### src/rtl/torus_noc_pkg.sv
`default_nettype none
// ============================================================================
// Module   : torus_noc_pkg
// Brief    : Shared message layout for the torus NoC injection path.
//            A message is packed as {x, y, data}.
// Revision : 1.0 - initial release
// ============================================================================
package torus_noc_pkg;

  // Default field widths
  localparam int X_W_DEF = 2;
  localparam int Y_W_DEF = 2;
  localparam int D_W_DEF = 32;

  // Packed message width for the default configuration
  localparam int MSG_W = X_W_DEF + Y_W_DEF + D_W_DEF;

  // Message layout for the default configuration
  typedef struct packed {
    logic [X_W_DEF-1:0] x;
    logic [Y_W_DEF-1:0] y;
    logic [D_W_DEF-1:0] data;
  } msg_t;

  // Packed message width for an arbitrary field configuration
  function automatic int msg_w(input int xw, input int yw, input int dw);
    return xw + yw + dw;
  endfunction

endpackage
`default_nettype wire

### src/rtl/torus_fifo_mem.sv
`default_nettype none
// ============================================================================
// Module   : torus_fifo_mem
// Brief    : DEPTH x W register array. One synchronous write port and one
//            asynchronous read port. Storage is not reset; the consumer masks
//            the read data while the queue is empty.
// Revision : 1.0 - initial release
// ============================================================================
module torus_fifo_mem #(
  parameter int DEPTH = 4,
  parameter int W     = 36
) (
  input  logic                     clk,
  input  logic                     we,
  input  logic [$clog2(DEPTH)-1:0] waddr,
  input  logic [W-1:0]             wdata,
  input  logic [$clog2(DEPTH)-1:0] raddr,
  output logic [W-1:0]             rdata
);

  logic [W-1:0] r_mem [DEPTH];

  // Write the addressed entry on an accepted push
  always_ff @(posedge clk) begin
    if (we) begin
      r_mem[waddr] <= wdata;
    end
  end

  assign rdata = r_mem[raddr];

endmodule
`default_nettype wire

### src/rtl/torus_inject_queue.sv
`default_nettype none
// ============================================================================
// Module   : torus_inject_queue
// Brief    : PE-to-switch injection FIFO. It accepts messages on a valid/ready
//            handshake, presents the head to the switch client port and pops
//            it on i_ack. There is no fall-through path and no combinational
//            path from any input to any output.
//            Define TORUS_INJECT_STATS_EN to build the saturating stall/sent
//            counters. When it is undefined, both counter ports read 0.
// Revision : 1.0 - initial release
// ============================================================================
module torus_inject_queue
  import torus_noc_pkg::*;
#(
  parameter int X_W   = 2,
  parameter int Y_W   = 2,
  parameter int D_W   = 32,
  parameter int DEPTH = 4,
  parameter int CNT_W = 16
) (
  input  logic                     clk,
  input  logic                     rst,
  input  logic                     pe_v,
  input  logic [X_W-1:0]           pe_x,
  input  logic [Y_W-1:0]           pe_y,
  input  logic [D_W-1:0]           pe_data,
  output logic                     pe_rdy,
  output logic                     i_v,
  output logic [X_W-1:0]           i_x,
  output logic [Y_W-1:0]           i_y,
  output logic [D_W-1:0]           i_data,
  input  logic                     i_ack,
  output logic [$clog2(DEPTH):0]   count,
  output logic                     empty,
  output logic [CNT_W-1:0]         stall_cnt,
  output logic [CNT_W-1:0]         sent_cnt
);

  localparam int c_msg_w = msg_w(X_W, Y_W, D_W);
  localparam int c_ptr_w = $clog2(DEPTH);
  localparam int c_cnt_w = c_ptr_w + 1;
  localparam logic [c_cnt_w-1:0] c_full = c_cnt_w'(DEPTH);

  logic [c_ptr_w-1:0] r_wptr;
  logic [c_ptr_w-1:0] r_rptr;
  logic [c_cnt_w-1:0] r_count;
  logic               w_push;
  logic               w_pop;
  logic [c_msg_w-1:0] w_wdata;
  logic [c_msg_w-1:0] w_rdata;

  // Ready depends only on the registered count, so a pop in the full cycle
  // cannot admit a push in that same cycle.
  assign pe_rdy  = (r_count != c_full);
  assign empty   = (r_count == '0);
  assign i_v     = !empty;
  assign count   = r_count;
  assign w_push  = pe_v && pe_rdy;
  assign w_pop   = i_v && i_ack;
  assign w_wdata = {pe_x, pe_y, pe_data};

  torus_fifo_mem #(
    .DEPTH (DEPTH),
    .W     (c_msg_w)
  ) u_mem (
    .clk   (clk),
    .we    (w_push),
    .waddr (r_wptr),
    .wdata (w_wdata),
    .raddr (r_rptr),
    .rdata (w_rdata)
  );

  // Mask the head fields while empty so stale or uninitialised storage never
  // reaches the switch.
  assign i_x    = i_v ? w_rdata[c_msg_w-1 -: X_W]     : '0;
  assign i_y    = i_v ? w_rdata[D_W+Y_W-1 -: Y_W]     : '0;
  assign i_data = i_v ? w_rdata[D_W-1:0]              : '0;

  // Pointer and occupancy bookkeeping; pointers wrap modulo DEPTH
  always_ff @(posedge clk) begin
    if (rst) begin
      r_wptr  <= '0;
      r_rptr  <= '0;
      r_count <= '0;
    end else begin
      if (w_push) begin
        r_wptr <= r_wptr + 1'b1;
      end
      if (w_pop) begin
        r_rptr <= r_rptr + 1'b1;
      end
      if (w_push && !w_pop) begin
        r_count <= r_count + 1'b1;
      end else if (w_pop && !w_push) begin
        r_count <= r_count - 1'b1;
      end
    end
  end

`ifdef TORUS_INJECT_STATS_EN
  logic [CNT_W-1:0] r_stall_cnt;
  logic [CNT_W-1:0] r_sent_cnt;

  // Saturating counters for stalled head cycles and accepted messages
  always_ff @(posedge clk) begin
    if (rst) begin
      r_stall_cnt <= '0;
      r_sent_cnt  <= '0;
    end else begin
      if (i_v && !i_ack && (r_stall_cnt != '1)) begin
        r_stall_cnt <= r_stall_cnt + 1'b1;
      end
      if (w_pop && (r_sent_cnt != '1)) begin
        r_sent_cnt <= r_sent_cnt + 1'b1;
      end
    end
  end

  assign stall_cnt = r_stall_cnt;
  assign sent_cnt  = r_sent_cnt;
`else
  assign stall_cnt = '0;
  assign sent_cnt  = '0;
`endif

endmodule
`default_nettype wire

### config.mk
export PLATFORM = sky130hd
export DESIGN_NAME = torus_inject_queue
export DESIGN_NICKNAME = d
export VERILOG_FILES = /design/src/rtl/torus_noc_pkg.sv /design/src/rtl/torus_fifo_mem.sv /design/src/rtl/torus_inject_queue.sv
export SDC_FILE = /design/constraint.sdc
export NUM_CORES = 1
export LEC_CHECK = 0
export CAP_MARGIN = 20
export CORE_MARGIN = 2
export CORE_UTILIZATION = 45
export DETAILED_ROUTE_END_ITERATION = 10
export HOLD_SLACK_MARGIN = 0.03
export PLACE_DENSITY_LB_ADDON = 0.2
export SYNTH_ARGS = -nofsm -noshare
export SYNTH_HDL_FRONTEND = slang
export SYNTH_SLANG_ARGS = --single-unit
### constraint.sdc
create_clock -name clk -period 5.65 [get_ports clk]
set_clock_uncertainty 0.15 [all_clocks]
set_input_delay 1.13 -clock clk [delete_from_list [all_inputs] [get_ports clk]]
set_output_delay 1.13 -clock clk [all_outputs]
set_load 0.01 [all_outputs]
; ---- Word-level counts from Yosys, hierarchy flattened
; Memories as Yosys holds them, arrays and structs flattened. A register that Yosys moved wholly into a read port is not among the register bits.
; Cells that the tools add are included.
[totals]
elab_cells = 27
mem_count = 1
romBits = 0
latchBits = 0
out_inout_bits = 74
ram_bits = 144
regBits = 7
in_bits = 40
[memory_table]
columns = memory, words, width, rd, rd_clocked_by_memory_dff, wr, line_no
row1 = u_mem.r_mem, 4, 36, 1, 1, 1, torus_fifo_mem.sv:21  ; logic [W-1:0] r_mem [DEPTH];
[op_classes]
reduce_logical = 9
mul = 0
eq_ne = 1
div_mod_pow = 0
n_addsub = 4
mux = 9
n_lt_le_gt_ge = 0
n_bitwise = 0
shift = 0
[op_table]
columns = operator, count
row1 = $mux 32, 1
row2 = $mux 2, 4
row3 = $mux 3, 2
row4 = $add 2x1->2 const B, 2
row5 = $logic_and 1x1->1, 4
row6 = $add 3x1->3 const B, 1
row7 = $logic_not 1->1, 3
row8 = $logic_not 3->1, 1
row9 = $ne 3x3->1 const B, 1
row10 = $sub 3x1->3 const B, 1
row11 = $mux 1, 2
row12 = $reduce_bool 2->1, 1

; ---- Logic depth before layout (Yosys ltp)
; Gate-level depths: netlist of run 1.
[logic_depth]
depth_word = 6
mapped_depth = 8
depth_no_buf = 8

; ---- Cells and area by module
; A second synthesis of run 1 with hierarchy kept.
[unflattened]
hier_cells = 303
hier_area_um2 = 6115.9
[modules_own_cells]
columns = mod, cells_per_inst, n_inst, seq_area_each_um2, area_each_um2
row1 = torus_fifo_mem, 192, 1, 4324.1, 5280.1
row2 = torus_inject_queue, 111, 1, 140.1, 835.8

; ---- Worst setup path before layout of run 1
; No wires, ideal clock.
[synth_path]
path_kind = in2reg
start = input port pe_v
end = memory u_mem.r_mem[0][0], enable pin
cell_stages = 2
setup_ns = 0.397
required_ns = 5.103
n_path_buf = 0
path_slack_ns = 2.791
arrival_time_ns = 2.312
cell_sequence = a21boi_2 -> and2_1
[synth_via]
elab_chain_cells = 3
[synth_rtl]
columns = item, line_no
row1 = "start, declared", torus_inject_queue.sv:23  ; input logic pe_v,
row2 = $logic_and 1x1->1, torus_inject_queue.sv:58  ; assign w_push = pe_v && pe_rdy;
row3 = $mux 1, torus_fifo_mem.sv:25  ; if (we) begin
row4 = $mux 1 (not written as such), torus_fifo_mem.sv:26  ; r_mem[waddr] <= wdata;
row5 = "end, declared", torus_fifo_mem.sv:21
; No other way between the ends.

==> results.yml, run 1 <==
place:
  place_hpwl_um: 5860
  io_buffers: 81
  routabilityCongestion: 0.728
cts:
  cts.htree.levels: 4
  cts_tree: "yes"
  cts_buffers: 17
  clock_sinks: 153
  cts_root_buf: "clkbuf_16"
  clk_path_buf_depth: 2
  clk_pin_slew_ns: 0.06
  post_cts_resized: 0
  cts_hold_buf: 0
  insertion_delay_ns: 0.40
  cts_setup_buffers: 0
pwr:
  peakVddDrop_uv: 291
  pwr-share-comb_pct: 29.3
  leakage_nw: 2.50
  internal_power_w: 0.00265
  powerDensity_nw_per_um2: 471
  swShare_pct: 25.9
  p_clk_share_pct: 30.3
  power_frac_seq_pct: 40.4
  p_sw_w: 0.000922
synth:
  synthArstFlopShare_pct: 0
  synth_edf_count: 144
  yosys_warnings: 0
  synth-seq-cells: 153
  ys_types: 26
  synth_area_sq_um: 6160
  synth_flop_cell: "edfxtp_1"
  synth-seq-area-share_pct: 73.2
  synth_area_per_cell_sq_um: 19.8
  syn_inst: 311
setup_path:
  crit_path_end_kind: "primary output"
  rr_endpoint: "count[2]"
  cp_num_buf_inv: 2
  cp-start-kind: "register"
  worst_ep_arrival_time_ns: 2.62
  crit_type: "register to primary output"
  worstPathCellList: "buf_4 -> mux4_2 -> nor2b_1 -> clkdlybuf4s50_1"
  cpMaxStageDelayCell: "mux4_2"
  r2r_slack_ns: 3.17
  critical-path-top-delay-family: "buffers and inverters"
  r2r_start: "count[0]"
  r2r_cells: 8
  critPathMaxStageDelay_ns: 0.60
  crit_required_ns: 4.37
  crit_fanout: 36
timing:
  fmax_mhz: 256
  period_minus_slack_ns: 3.90
  finalHoldViolCount: 0
  worst_pin_slew_ns: 1.04
  rsz0062_at_grt: "no"
  fin_crit_sh_pct: 69.0
  drv_slew: 0
  maxSlewHeadroom_pct: 31.0
  whs_ns: 0.345
  tns_ns: 0
  finalSetupViolCount: 0
min_path:
  worstHoldStart: "r_rptr[1]"
  hold_depth: 2
  hold_path_class: "register to register"
detailed_routing:
  wirelength_um: 10300
  detail_route.iter0.violations: 177
  drt-pass1-iter-count: 4
  wl_per_cell_um: 17.5
  vias_per_cell: 4.91
  post-route-drc-count: 0
  vias: 2884
  antenna_left: 0
flow_run:
  maxCapViolCount: 0
floorplan:
  die_area_sq_um: 14600
  num_rows: 42
  die_h_um: 121
  ios: 114
  core_sq_um: 13300
  start_util_pct: 46.3
  chipWidth_um: 121
layout:
  syn2layout_area_growth_pct: 23.0
  multi_input_area_sq_um: 1440
  layout.nets: 445
  layout.area.seq_sq_um: 4510
  drive_above_1_share_pct: 17.8
  fill_cells: 1022
  n_antenna_cell: 0
global_route:
  grt_max_degree: 37
  antenna_found_initial: 0
  grt_pass1_wl_um: 16100
  grt-ovfl-total: 0
  grt_pass1_vias: 3058
  gr-usage-all-layers_pct: 15.0
run_status:
  status: "finished, final reports clean"
## area by class of cell
class                   count  area share [%]
inverters                   4           0.198
clock buffers              20            5.76
flip-flops and latches    153            59.5
repair buffers             83            10.9
well taps                 176            2.91
clock inverters            11            1.72
multi-input cells         140            19.0
## cells in the final DEF, fill, tap and decap left out
| cell | instances |
|---|---|
| a21boi_2 | 1 |
| a21oi_1 | 2 |
| and2_2 | 4 |
| buf_4 | 2 |
| bufinv_16 | 3 |
| clkbuf_1 | 3 |
| clkbuf_16 | 17 |
| clkdlybuf4s50_1 | 81 |
| clkinv_1 | 2 |
| clkinv_2 | 5 |
| clkinvlp_4 | 1 |
| conb_1 | 32 |
| dfxtp_1 | 7 |
| dfxtp_2 | 2 |
| edfxtp_1 | 144 |
| fa_1 | 1 |
| ha_1 | 5 |
| inv_1 | 4 |
| mux2_2 | 1 |
| mux2i_1 | 2 |
| mux4_2 | 36 |
| nand2_1 | 2 |
| nand2b_1 | 2 |
| nor2_1 | 7 |
| nor2b_1 | 36 |
| nor3_4 | 1 |
| o21ai_0 | 2 |
| o31ai_1 | 1 |
| or3_1 | 2 |
| xor2_1 | 3 |
## per-stage QoR
| stage | setup WS [ns] | cell area, sq um | util, % | instances | total power (W) |
|---|---|---|---|---|---|
| detailed placement | 2.11 | 7010 | 52.7 | 556 | 0.00254 |
| floorplan | 2.79 | 6270 | - | 342 | 0.00209 |
| global route | 1.57 | 7570 | 57.0 | 587 | 0.00374 |
| finish | 1.75 | 7570 | 57.0 | 587 | 0.00357 |
| CTS | 1.66 | 7570 | 57.0 | 587 | 0.00363 |
| global placement | 2.10 | 7010 | 52.7 | 556 | 0.00253 |
## logic make-up after synthesis
| group | count (synthesis) | share of synthesized area, % |
|---|---|---|
| other cells | 1 | 0.0609 |
| buf+inv | 49 | 5.53 |
| flops | 153 | 73.2 |
| xor+xnor | 3 | 0.427 |
| mux | 39 | 13.7 |
| compound gates | 6 | 0.630 |
| fa+ha+maj | 6 | 1.34 |
| simple gates | 54 | 5.18 |
## synthesized netlist by cell type, types with 2 or more instances
library cell | n | area share [%]
edfxtp_1 | 144 | 70
mux4_2 | 36 | 13
nor2b_1 | 36 | 3.7
buf_4 | 32 | 3.9
dfxtp_1 | 9 | 2.9
nor2_1 | 7 | 0.43
ha_1 | 5 | 1.0
and2_1 | 4 | 0.41
buf_2 | 4 | 0.33
buf_6 | 4 | 0.73
clkbuf_1 | 4 | 0.24
inv_1 | 4 | 0.24
xor2_1 | 3 | 0.43
a21oi_1 | 2 | 0.16
mux2i_1 | 2 | 0.33
nand2_1 | 2 | 0.12
nand2b_1 | 2 | 0.20
o21ai_0 | 2 | 0.16
or3_1 | 2 | 0.20
## state kept, by name, indices dropped and copies added, names as in the netlist, named ones only
signal,flops
count,3
r_wptr,2
r_rptr,2
u_mem.r_mem,144
## worst max-delay path by stage
| stage | startpoint | end | slack, ns | cells after the start |
|---|---|---|---|---|
| finish | register | i_data[8] | 1.75 | 4 |
| global route | register | i_data[8] | 1.57 | 4 |
| CTS | register | i_data[8] | 1.66 | 4 |
| detailed placement | register | i_data[8] | 2.11 | 4 |
| global placement | register | i_data[8] | 2.10 | 4 |
| floorplan | pe_v | u_mem.r_mem[0][0] | 2.79 | 2 |
## metal layers
layer	GRT usage, %	part of all wire, %	vias to the layer above
li1	-	-	1312
met1	18.4	43	1467
met4	5.45	1.1	0
met5	0	0	-
met3	4.61	5.6	11
met2	25.3	51	94
## power groups by stage
stage / clock network (W) / logic [W] / registers, W
6_report: 0.00108 / 0.00104 / 0.00144
5_1_grt: 0.00115 / 0.00114 / 0.00146
4_1_cts: 0.00110 / 0.00108 / 0.00145
3_5_place_dp: 0 / 0.00108 / 0.00147
3_3_place_gp: 0 / 0.00107 / 0.00146
2_1_floorplan: 0 / 0.000650 / 0.00144
## tightest hold or removal path, stage by stage, from the launching register on
cell and delay (ns):
dfxtp_1 0.31, o21ai_0 0.06, a21oi_1 0.08
(Power assumes the default switching activity.)
==> inputs of run 2 (changes only) <==
==> constraint.sdc (replaced) <==
create_clock -name clk -period 3.85 [get_ports clk]
set_clock_uncertainty 0.15 [all_clocks]
set_input_delay 0.77 -clock clk [delete_from_list [all_inputs] [get_ports clk]]
set_output_delay 0.77 -clock clk [all_outputs]
set_load 0.01 [all_outputs]
==> run 2 against run 1 <==
Compared with the run above:
- sequential share of layout area shrank 1.5 points
- combinational power grew 55%
- non-clock buffer count grew 8
- power grew 55%
- first-iteration DRC count grew 1.7%
- hold slack gained 0.0048 ns
- design area grew 2.6%
- largest cell class unchanged
- wire length grew 3.2%
- count of clock-buffer cells in the layout shrank 2
- via count grew 1.3%
- die area is the same
==> results.yml, run 2 (synthesis gave the netlist of run 1 again) <==
setup_path:
  worst_ep_arrival_time_ns: 2.32
  r2r_slack_ns: 1.34
  crit_path_end_kind: "primary output"
  r2r_start: "count[0]"
  cp-start-kind: "register"
  r2r_cells: 8
  rr_endpoint: "count[2]"
  crit_required_ns: 2.93
  crit_fanout: 19
  crit_type: "register to primary output"
place:
  routabilityCongestion: 0.686
  place_hpwl_um: 6500
  dp_cells: 564
  io_buffers: 81
  placed_area_sq_um: 7120
layout:
  stdcell_count: 596
  postLayoutCellArea_sq_um: 7770
  n_antenna_cell: 0
  final_common_cell: "edfxtp_1"
  drive_above_1_share_pct: 19.8
  utilization_pct: 58.5
  layout.nets: 453
  regMostFlops: "u_mem.r_mem"
  final_cell_mix: "edfxtp_1, clkdlybuf4s50_1, mux4_2, nor2b_1, conb_1"
  syn2layout_area_growth_pct: 26.3
  largest_register_ffs: 144
global_route:
  use_met2_pct: 25.8
  busiest_layer: "met2"
  grtUsageMet1_pct: 19.1
  antenna_found_initial: 0
  gr-usage-all-layers_pct: 15.7
  grt_max_degree: 35
  grt_pass1_wl_um: 16300
  grt_pass1_vias: 2979
  grt-ovfl-total: 0
  met3_usage_pct: 5.69
detailed_routing:
  vias: 2922
  drt-pass1-iter-count: 6
  antenna_left: 0
  wl_per_cell_um: 17.8
  wirelength_um: 10600
  detail_route.iter0.violations: 180
  vias_per_cell: 4.90
  post-route-drc-count: 0
timing:
  maxSlewHeadroom_pct: 60.2
  drv_slew: 0
  tns_ns: 0
  finalHoldViolCount: 0
  worst_pin_slew_ns: 0.597
  period_minus_slack_ns: 3.24
  fin_crit_sh_pct: 84.1
  whs_ns: 0.350
  rsz0062_at_grt: "no"
  fmax_mhz: 309
  finalSetupViolCount: 0
pwr:
  peakVddDrop_uv: 375
  p_clk_share_pct: 32.9
  power_frac_seq_pct: 37.9
  leakage_nw: 2.59
  pwr-share-comb_pct: 29.2
  powerDensity_nw_per_um2: 711
  internal_power_w: 0.00413
  swShare_pct: 25.4
  p_sw_w: 0.00140
min_path:
  worstHoldStart: "r_rptr[1]"
  hold_path_class: "register to register"
  hold_depth: 2
floorplan:
  num_rows: 42
  chipWidth_um: 121
  die_h_um: 121
  start_util_pct: 46.3
  core_sq_um: 13300
  ios: 114
  die_area_sq_um: 14600
cts:
  clock_sinks: 153
  insertion_delay_ns: 0.41
  cts_hold_buf: 0
  clk_pin_slew_ns: 0.06
  post_cts_resized: 0
  cts_buffers: 17
  cts_setup_buffers: 0
  cts.htree.levels: 4
  cts_tree: "yes"
  cts_root_buf: "clkbuf_16"
  clk_path_buf_depth: 2
run_status:
  status: "finished, final reports clean"
flow_run:
  maxCapViolCount: 0
[run 2: layer usage]
layer / routed length [um] / up-vias
li1: - / 1335
met4: 165 / 0
met2: 5480 / 93
met1: 4420 / 1480
met5: 0 / -
met3: 546 / 14
[run 2: worst max-delay path by stage]
stage | startpoint | endpoint | slack (ns) | depth (start not counted)
after detailed placement | pe_v | count[2] | 0.75 | 8
after CTS | register | i_data[2] | 0.54 | 4
after global routing | register | i_data[1] | 0.45 | 4
after floorplan | pe_v | u_mem.r_mem[0][0] | 1.35 | 2
final | register | i_data[1] | 0.61 | 4
after global placement | pe_v | count[2] | 0.86 | 8
[run 2: power by group through the flow]
stage	Clock [W]	Combinational (W)	Sequential, W
after floorplan	0	0.000953	0.00211
after global placement	0	0.00164	0.00212
after detailed placement	0	0.00165	0.00214
after CTS	0.00185	0.00166	0.00210
after global routing	0.00191	0.00176	0.00212
final	0.00182	0.00161	0.00210
[run 2: layout make-up]
class | count | area (sq um)
Sequential cell | 153 | 4510
Multi-Input combinational cell | 140 | 1440
Inverter | 4 | 15.0
Timing Repair Buffer | 91 | 936
Fill cell | 1001 | 5520
Clock buffer | 18 | 429
Tap cell | 176 | 220
Clock inverter | 14 | 228
[run 2: critical path, cell delays in order, from the launching register on]
cell and delay [ns]:
dfxtp_2 0.32, buf_4 0.37, mux4_2 0.56, nor2b_1 0.16
clkdlybuf4s50_1 0.49
[run 2: per-stage QoR]
step                      setup WS (ns)  total power [W]
after CTS                         0.543          0.00561
after global placement            0.864          0.00376
after global routing              0.452          0.00578
final                             0.613          0.00553
after floorplan                    1.35          0.00306
after detailed placement          0.751          0.00379
==> inputs of run 3 (changes only) <==
==> constraint.sdc (replaced) <==
create_clock -name clk -period 2.95 [get_ports clk]
set_clock_uncertainty 0.15 [all_clocks]
set_input_delay 0.59 -clock clk [delete_from_list [all_inputs] [get_ports clk]]
set_output_delay 0.59 -clock clk [all_outputs]
set_load 0.01 [all_outputs]
==> run 3 against run 2 <==
Compared with the run above:
- critical path depth is the same
- power grew 25%
- final cell count grew 0.34%
- register-to-register slack lost 0.67 ns
- combinational power grew 29%
- flip-flop and latch count is the same
- critical endpoint is now i_data[29]
- highest routed layer unchanged
==> results.yml, run 3 (synthesis gave the netlist of run 1 again) <==
run_status:
  status: "finished, final reports clean"
timing:
  fmax_mhz: 350
  rsz0062_at_grt: "no"
  fin_crit_sh_pct: 96.9
  tns_ns: 0
  drv_slew: 0
  finalHoldViolCount: 0
  period_minus_slack_ns: 2.86
  finalSetupViolCount: 0
place:
  place_hpwl_um: 5910
  io_buffers: 81
  dp_cells: 565
  routabilityCongestion: 0.728
global_route:
  grt_max_degree: 41
  grt_pass1_vias: 2955
  antenna_found_initial: 0
  gr-usage-all-layers_pct: 15.1
  grt-ovfl-total: 0
  grt_pass1_wl_um: 15800
layout:
  drive_above_1_share_pct: 19.7
  fill_cells: 982
  layout.nets: 455
  n_antenna_cell: 0
  stdcell_count: 598
  syn2layout_area_growth_pct: 26.6
  final_cell_mix: "edfxtp_1, clkdlybuf4s50_1, mux4_2, nor2b_1, conb_1"
  largest_register_ffs: 144
  regMostFlops: "u_mem.r_mem"
  final_common_cell: "edfxtp_1"
cts:
  clock_sinks: 153
  cts_root_buf: "clkbuf_16"
  insertion_delay_ns: 0.41
  cts.htree.levels: 4
  clk_pin_slew_ns: 0.05
  cts_buffers: 17
  clk_path_buf_depth: 2
  cts_tree: "yes"
setup_path:
  crit_path_end_kind: "primary output"
  cpMaxStageDelayCell: "mux4_2"
  critPathMaxStageDelay_ns: 0.51
  cp_num_buf_inv: 2
  crit_fanout: 19
  crit_required_ns: 2.21
  critical-path-top-delay-family: "buffers and inverters"
  r2r_slack_ns: 0.67
  crit_type: "register to primary output"
  worstPathCellList: "buf_12 -> mux4_2 -> nor2b_1 -> clkdlybuf4s50_1"
  cp-start-kind: "register"
  worst_ep_arrival_time_ns: 2.12
floorplan:
  start_util_pct: 46.3
  num_rows: 42
  core_sq_um: 13300
  die_area_sq_um: 14600
  die_h_um: 121
  ios: 114
  chipWidth_um: 121
flow_run:
  maxCapViolCount: 0
detailed_routing:
  drt-pass1-iter-count: 4
  wl_per_cell_um: 17.1
  vias: 2866
  post-route-drc-count: 0
  vias_per_cell: 4.79
  detail_route.iter0.violations: 123
  antenna_left: 0
  wirelength_um: 10200
min_path:
  hold_path_class: "register to register"
pwr:
  powerDensity_nw_per_um2: 884
  leakage_nw: 2.98
  peakVddDrop_uv: 483
-- run 3: cell types whose count changed in the layout (fill, tap and decap cells not counted) --
cell / delta
buf_12: +2
bufinv_16: -3
clkbuf_1: +4
clkdlybuf4s50_1: -29
clkinv_1: -2
clkinv_2: +4
clkinv_4: -1
clkinvlp_4: -2
dlygate4sd2_1: +1
dlymetal6s2s_1: +28
-- run 3: worst min-delay path, stage by stage (launching register included) --
cell and delay, ns:
dfxtp_1 0.31, o21ai_0 0.07, a21oi_1 0.07
-- run 3: final cells by class --
type                    instances  area (sq um)  share of cell area (%)
clock buffers                  22           444                    5.70
clock inverters                10           126                    1.62
inverters                       4          15.0                   0.193
multi-input cells             140          1440                    18.5
flip-flops and latches        153          4510                    57.8
well taps                     176           220                    2.82
repair buffers                 93          1040                    13.4
-- run 3: path summary, 6_finish.rpt --
path / endpoint / startpoint / cells past startpoint
worst min-delay path: register / r_rptr[1] / 2
worst max-delay path: i_data[29] / register / 4
worst min register to register: register / r_rptr[1] / 2
worst max register to register: count[2] / count[0] / 7
-- run 3: metal layers --
metal / vias to the layer above / global-route usage, % / wire length [um]
met5: - / 0 / 0
li1: 1337 / - / -
met4: 0 / 6.54 / 124
met1: 1425 / 17.9 / 4200
met3: 10 / 5.83 / 646
met2: 94 / 24.6 / 5260
-- run 3: power by group --
group	switching [W]	leakage, nW	total (W)	internal, W
clock	0.000772	0.279	0.00209	0.00132
sequential	0.0000898	1.39	0.00273	0.00264
combinational	0.000916	1.30	0.00207	0.00116
-- run 3: what timing repair did --
item                                    CTS  global route
setup buffers                             0             1
hold buffers                              0             0
gates resized for setup                   1            28
endpoints found under the setup margin    1            28
-- run 3: per-stage QoR --
stage / cell area, sq um / hold slack [ns] / setup slack, ns / total power [W] / util, %
floorplan: 6270 / 0.309 / 0.629 / 0.00400 / -
global placement: 7150 / 0.312 / 0.327 / 0.00495 / 53.8
detailed placement: 7150 / 0.335 / 0.287 / 0.00497 / 53.8
CTS: 7720 / 0.343 / 0.00900 / 0.00706 / 58.1
global route: 7800 / 0.387 / 0.00101 / 0.00722 / 58.6
finish: 7800 / 0.341 / 0.0905 / 0.00689 / 58.6
==> edit 1 (settings of run 1) <==
Build with the macro `TORUS_INJECT_STATS_EN` defined.
--- a/src/rtl/torus_inject_queue.sv
+++ b/src/rtl/torus_inject_queue.sv
@@ -9,6 +9,8 @@
 //            counters. When it is undefined, both counter ports read 0.
 // Revision : 1.0 - initial release
 // ============================================================================
+`define TORUS_INJECT_STATS_EN
+
 module torus_inject_queue
   import torus_noc_pkg::*;
 #(
Function: changed (a bounded check fails within 4 cycles, from zero or initial values and one cycle with rst high).
==> edit 1 against run 1 <==
Worst setup slack worse by 0.33 ns; via count up 45%; synthesized area up 20%; design area up 23%; synthesized cell count up 46%; routed wire length up 41%; non-clock buffer count up 33; power up 16%; sequential cell count up 32; largest cell class unchanged; highest routed layer is now met5.
==> edit 1: results (changes against run 1) <==
** Placed design
- Placed instance area :: 0.008751 mm² (+25%)
- HPWL Detailed :: 9053 µm (+54%)
- The count of input and output buffers is 113 (+40%).
- The cell count after placement is 767 (+38%).

** Cells and area
- The number of standard cells in the final layout excluding fillers was 797 (+36%).
- Relative to the synthesized area, the layout overhead comes to 25.86%.
- The final net count was 618 (+39%).
- The number of signal-net inverters in the final layout was 8 (+4).
- The fraction of area in non-clock buffers came to 0.1238 (+0.01481).
- Area occupied by registers :: 0.005147 mm² (+14%)
- Count of clock buffers in the final design :: 21 (+5.0%)
- Multi-input combinational gate total :: 242 (+73%)
- The layout filler cell count is 1276 (+25%).
- Clock network contribution to total cell area :: 0.06070 (-0.01412)

** Global routing
- The met1 track demand over resource in global routing is 0.2139 (+0.03036).
- The via count of the first global-routing pass was 4401 (+44%).
- First-pass GRT wire length :: 23340 µm (+45%)
- The met3 usage came to 0.04806 (+0.002006).
- The global-route usage over all layers is 0.1738 (+0.02352).
- The largest net degree at the start of global routing came to 42 (+14%).
- The routing usage on met2 was 0.2948 (+0.04204).
- The initial antenna violation count is 1 (+1).

** Pwr
- The register share of total power is 0.422 (+0.018).
- The largest voltage drop on the vdd net came to 0.2123 mV (-27%).
- The reported net switching power came to 1.114 mW (+21%).
- Static Leak :: 2.993 nW (+20%)

** Routing
- The total via count after detailed routing is 4181 (+45%).
- Detailed route wirelength on metal3 :: 739 µm (+28%)

** STA
- Remaining max-slew budget at the tightest pin :: 0.3184 (+0.008561)

** Yosys
- The post-synthesis cell count was 455 (+46%).
- The distinct cell type count after synthesis was 40 (+54%).
- Share of synthesized area occupied by flip-flops and latches :: 0.6951 (-0.03649)
- Cells taking the most area after synthesis :: sky130_fd_sc_hd__edfxtp_1 58%, sky130_fd_sc_hd__dfxtp_1 11%, sky130_fd_sc_hd__mux4_2 11%
- Commonest cells in the netlist :: 144 x sky130_fd_sc_hd__edfxtp_1, 41 x sky130_fd_sc_hd__dfxtp_1, 41 x sky130_fd_sc_hd__nor2_1

** Worst setup path
- The arrival time reported for the critical path endpoint came to 2.95 ns (+0.33 ns).

** Status
- The flow ran to the end, and the final reports show no timing, DRC or antenna violations.

** Clocking
- Num Clock Sinks :: 185 (+21%)
- The clock latency on the worst-skew pair came to 0.42 ns (+0.02 ns).

** Floorplanning
- Die footprint :: 0.01749 mm² (+20%)
==> edit 1: cell count changes after synthesis, sizes merged, moves of 7 or more <==
cell / run 1 / this run
nor2b: 36 / 0
and2: 4 / 38
nor2: 7 / 41
buf: 40 / 7
dfxtp: 9 / 41
xnor2: 0 / 21
nand3: 0 / 11
nand2: 2 / 12
nand4: 0 / 10
clkbuf: 5 / 13
nor3: 1 / 9
a211oi: 0 / 7
==> edit 1: worst max-delay path, stage by stage (launching register included) <==
cell,delay [ns]
sky130_fd_sc_hd__dfxtp_2,0.89
sky130_fd_sc_hd__buf_4,0.42
sky130_fd_sc_hd__mux4_2,0.55
sky130_fd_sc_hd__and2_1,0.18
sky130_fd_sc_hd__clkdlybuf4s50_1,0.47
==> edit 1: kinds of logic after synthesis <==
logic type                 count (synthesis)  synth area share
and+or+nand+nor                          144            0.1050
AOI/OAI and AO/OA                         19           0.01825
DFF                                      185            0.6951
muxes                                     42            0.1176
adders and majority gates                  8           0.01454
xor gates and xnor gates                  29           0.03431
buffers and inverters                     28           0.01521
==> edit 2 (settings of run 1) <==
Without the edit above. Put one more register stage on the output `count`. The value now appears one clock later. The other outputs are not delayed to match. Comments in the files are not updated.
--- a/src/rtl/torus_inject_queue.sv
+++ b/src/rtl/torus_inject_queue.sv
@@ -54,7 +54,9 @@
   assign pe_rdy  = (r_count != c_full);
   assign empty   = (r_count == '0);
   assign i_v     = !empty;
-  assign count   = r_count;
+  always_ff @(posedge clk) begin
+    count <= r_count;
+  end
   assign w_push  = pe_v && pe_rdy;
   assign w_pop   = i_v && i_ack;
   assign w_wdata = {pe_x, pe_y, pe_data};
Formal check against the unedited RTL: not equivalent (a bounded check fails within 4 cycles, from zero or initial values and one cycle with rst high).
==> edit 2 against run 1 <==
Via count increased by 0.87%; die area increased by 0.95%; worst setup slack got worse by 0.30 ns; clock power increased by 12%; design area increased by 1.6%; routed wire length increased by 4.7%; sequential share of layout area decreased by 0.18 points; sequential cell count increased by 3; power increased by 4.7%; synthesized area increased by 0.98%; count of clock-buffer cells in the layout decreased by 1; largest power group unchanged.
==> edit 2: results (changes against run 1) <==
** Status
- Status :: finished clean

** Global routing
- The global-route usage over all layers was 0.1551 (+0.004866).
- The via count of the first global-routing pass was 2993 (-2.1%).
- First-pass GRT wire length :: 16310 µm (+1.3%)
- Largest net degree at the start of global routing :: 41 (+11%)

** Routing
- First-pass iteration count of the detailed router :: 4 (unchanged)
- The total via count after detailed routing was 2909 (+0.87%).
- Wire length on met1 :: 4509 µm (+3.2%)
- Detailed route wirelength on metal3 :: 566 µm (-1.9%)
- Mean routed wirelength per cell :: 18.21 µm (+4.0%)
- The met2 routed wirelength is 5525 µm (+6.0%).
- The count of routing violations after the opening detailed-route iteration was 178 (+0.56%).
- The remaining antenna violation count after routing came to 0 (unchanged).

** Yosys
- Share of synthesized area occupied by flip-flops and latches :: 0.7342 (+0.002593)
- By area the synthesized netlist is led by sky130_fd_sc_hd__edfxtp_1 70%, sky130_fd_sc_hd__mux4_2 13%, sky130_fd_sc_hd__dfxtp_1 3.9%.
- The number of enable-type register cells in the synthesized netlist is 144 (unchanged).
- The commonest cells after synthesis are 144 x sky130_fd_sc_hd__edfxtp_1, 36 x sky130_fd_sc_hd__mux4_2, 36 x sky130_fd_sc_hd__nor2b_1.

** Cells and area
- The largest registers in the layout are u_mem.r_mem (144), count (3), r_count (3).
- # fillers :: 1056 (+3.3%)
- The final net count is 448 (+0.67%).
- Proportion of layout cells with a drive suffix above 1 :: 0.1831 (+0.005517)

** Worst setup path
- The biggest fanout along the worst timing path came to 19 (-47%).
- Max incr delay on CP :: 0.78 ns (+0.18 ns)
- Critical register-to-register path startpoint :: r_count[0]
- The worst register-to-register path ends at r_count[2].
- The arrival time reported for the critical path endpoint came to 2.93 ns (+0.31 ns).
- The minimum setup slack among reg-to-reg paths came to 3.21 ns (+0.04 ns).
- The slowest stage of the critical path belongs to the cell sky130_fd_sc_hd__dfxtp_2.

** Hold path
- HP Start :: r_count[2]
- The worst hold path terminates at count[2].
- Hold Path Depth :: 0 (-2)

** Placed design
- HPWL Detailed :: 6225 µm (+6.2%)
- The final estimated routing congestion in global placement was 0.6837 (-6.1%).
- The placement-stage cell area was 0.007068 mm² (+0.86%).

** Pwr
- The static power due to leakage came to 2.552 nW (+2.0%).
- The largest voltage drop on the vdd net came to 0.2655 mV (-8.7%).

** Job
- Number of max-cap violations :: 0 (unchanged)

** Clocking
- The number of post-CTS setup repair buffers is 0 (unchanged).

** STA
- The relative max-transition margin was 0.3234 (+0.01361).
[edit 2: cell count changes in the layout (fill, tap and decap cells not counted), sizes merged]
cell and change:
clkinvlp +1, bufinv +2, dfxtp +3, clkbuf -1
clkinv -1
[edit 2: worst max-delay path by stage]
stage	to	slack (ns)	cells past startpoint	startpoint
after floorplan	u_mem.r_mem[0][0]	2.79	2	pe_v
after global placement	i_data[12]	1.82	4	register
after detailed placement	i_data[12]	1.82	4	register
after CTS	i_y[0]	1.35	4	register
after global routing	i_y[1]	1.21	4	register
final	i_y[0]	1.44	4	register
[edit 2: cell type report]
type / count / area [µm²] / area share
multi-input cells: 140 / 1440 / 0.1871
inverters: 4 / 15.01 / 0.001950
clock buffers: 19 / 432.9 / 0.05623
repair buffers: 83 / 825.8 / 0.1073
well taps: 176 / 220.2 / 0.02860
clock inverters: 13 / 197.7 / 0.02568
flip-flops and latches: 156 / 4567 / 0.5932
[edit 2: metrics by stage]
step | utilization | setup WS [ns] | hold WS (ns) | total power [mW] | std cells
3_5_place_dp | 0.5295 | 1.824 | 0.3077 | 2.578 | 559
5_1_grt | 0.5768 | 1.215 | 0.3405 | 3.909 | 591
3_3_place_gp | 0.5295 | 1.817 | 0.3039 | 2.568 | 559
4_1_cts | 0.5768 | 1.354 | 0.3172 | 3.786 | 591
6_report | 0.5768 | 1.445 | 0.3180 | 3.736 | 591
2_1_floorplan | - | 2.791 | 0.2630 | 2.123 | 345
[edit 2: power by group]
group          total, mW  internal (mW)  switching [mW]  leakage (nW)
Combinational       1.02          0.583           0.435         0.829
Sequential          1.51           1.41          0.0992          1.42
Clock               1.21          0.779           0.427         0.304
[edit 2: worst max-delay path: cells and delay by family, from the launching register on]
| kind | cells | cell delay [ns] |
|---|---|---|
| buffers and inverters | 2 | 0.99 |
| muxes | 1 | 0.55 |
| and+or+nand+nor | 1 | 0.17 |
| DFF | 1 | 0.78 |
[edit 2: cells by family after synthesis]
kind of cell / after synthesis / share of synthesized area
other cells: 1 / 0.0006032
buf+inv: 49 / 0.05474
xor+xnor: 3 / 0.004227
flops: 156 / 0.7342
fa+ha+maj: 6 / 0.01328
mux: 39 / 0.1354
simple gates: 54 / 0.05132
compound gates: 6 / 0.006239
[edit 2: metal layers]
layer | vias up | GRT usage
li1 | 1325 | -
met1 | 1471 | 0.1920
met2 | 99 | 0.2574
met3 | 14 | 0.04822
met4 | 0 | 0.06034
met5 | - | 0
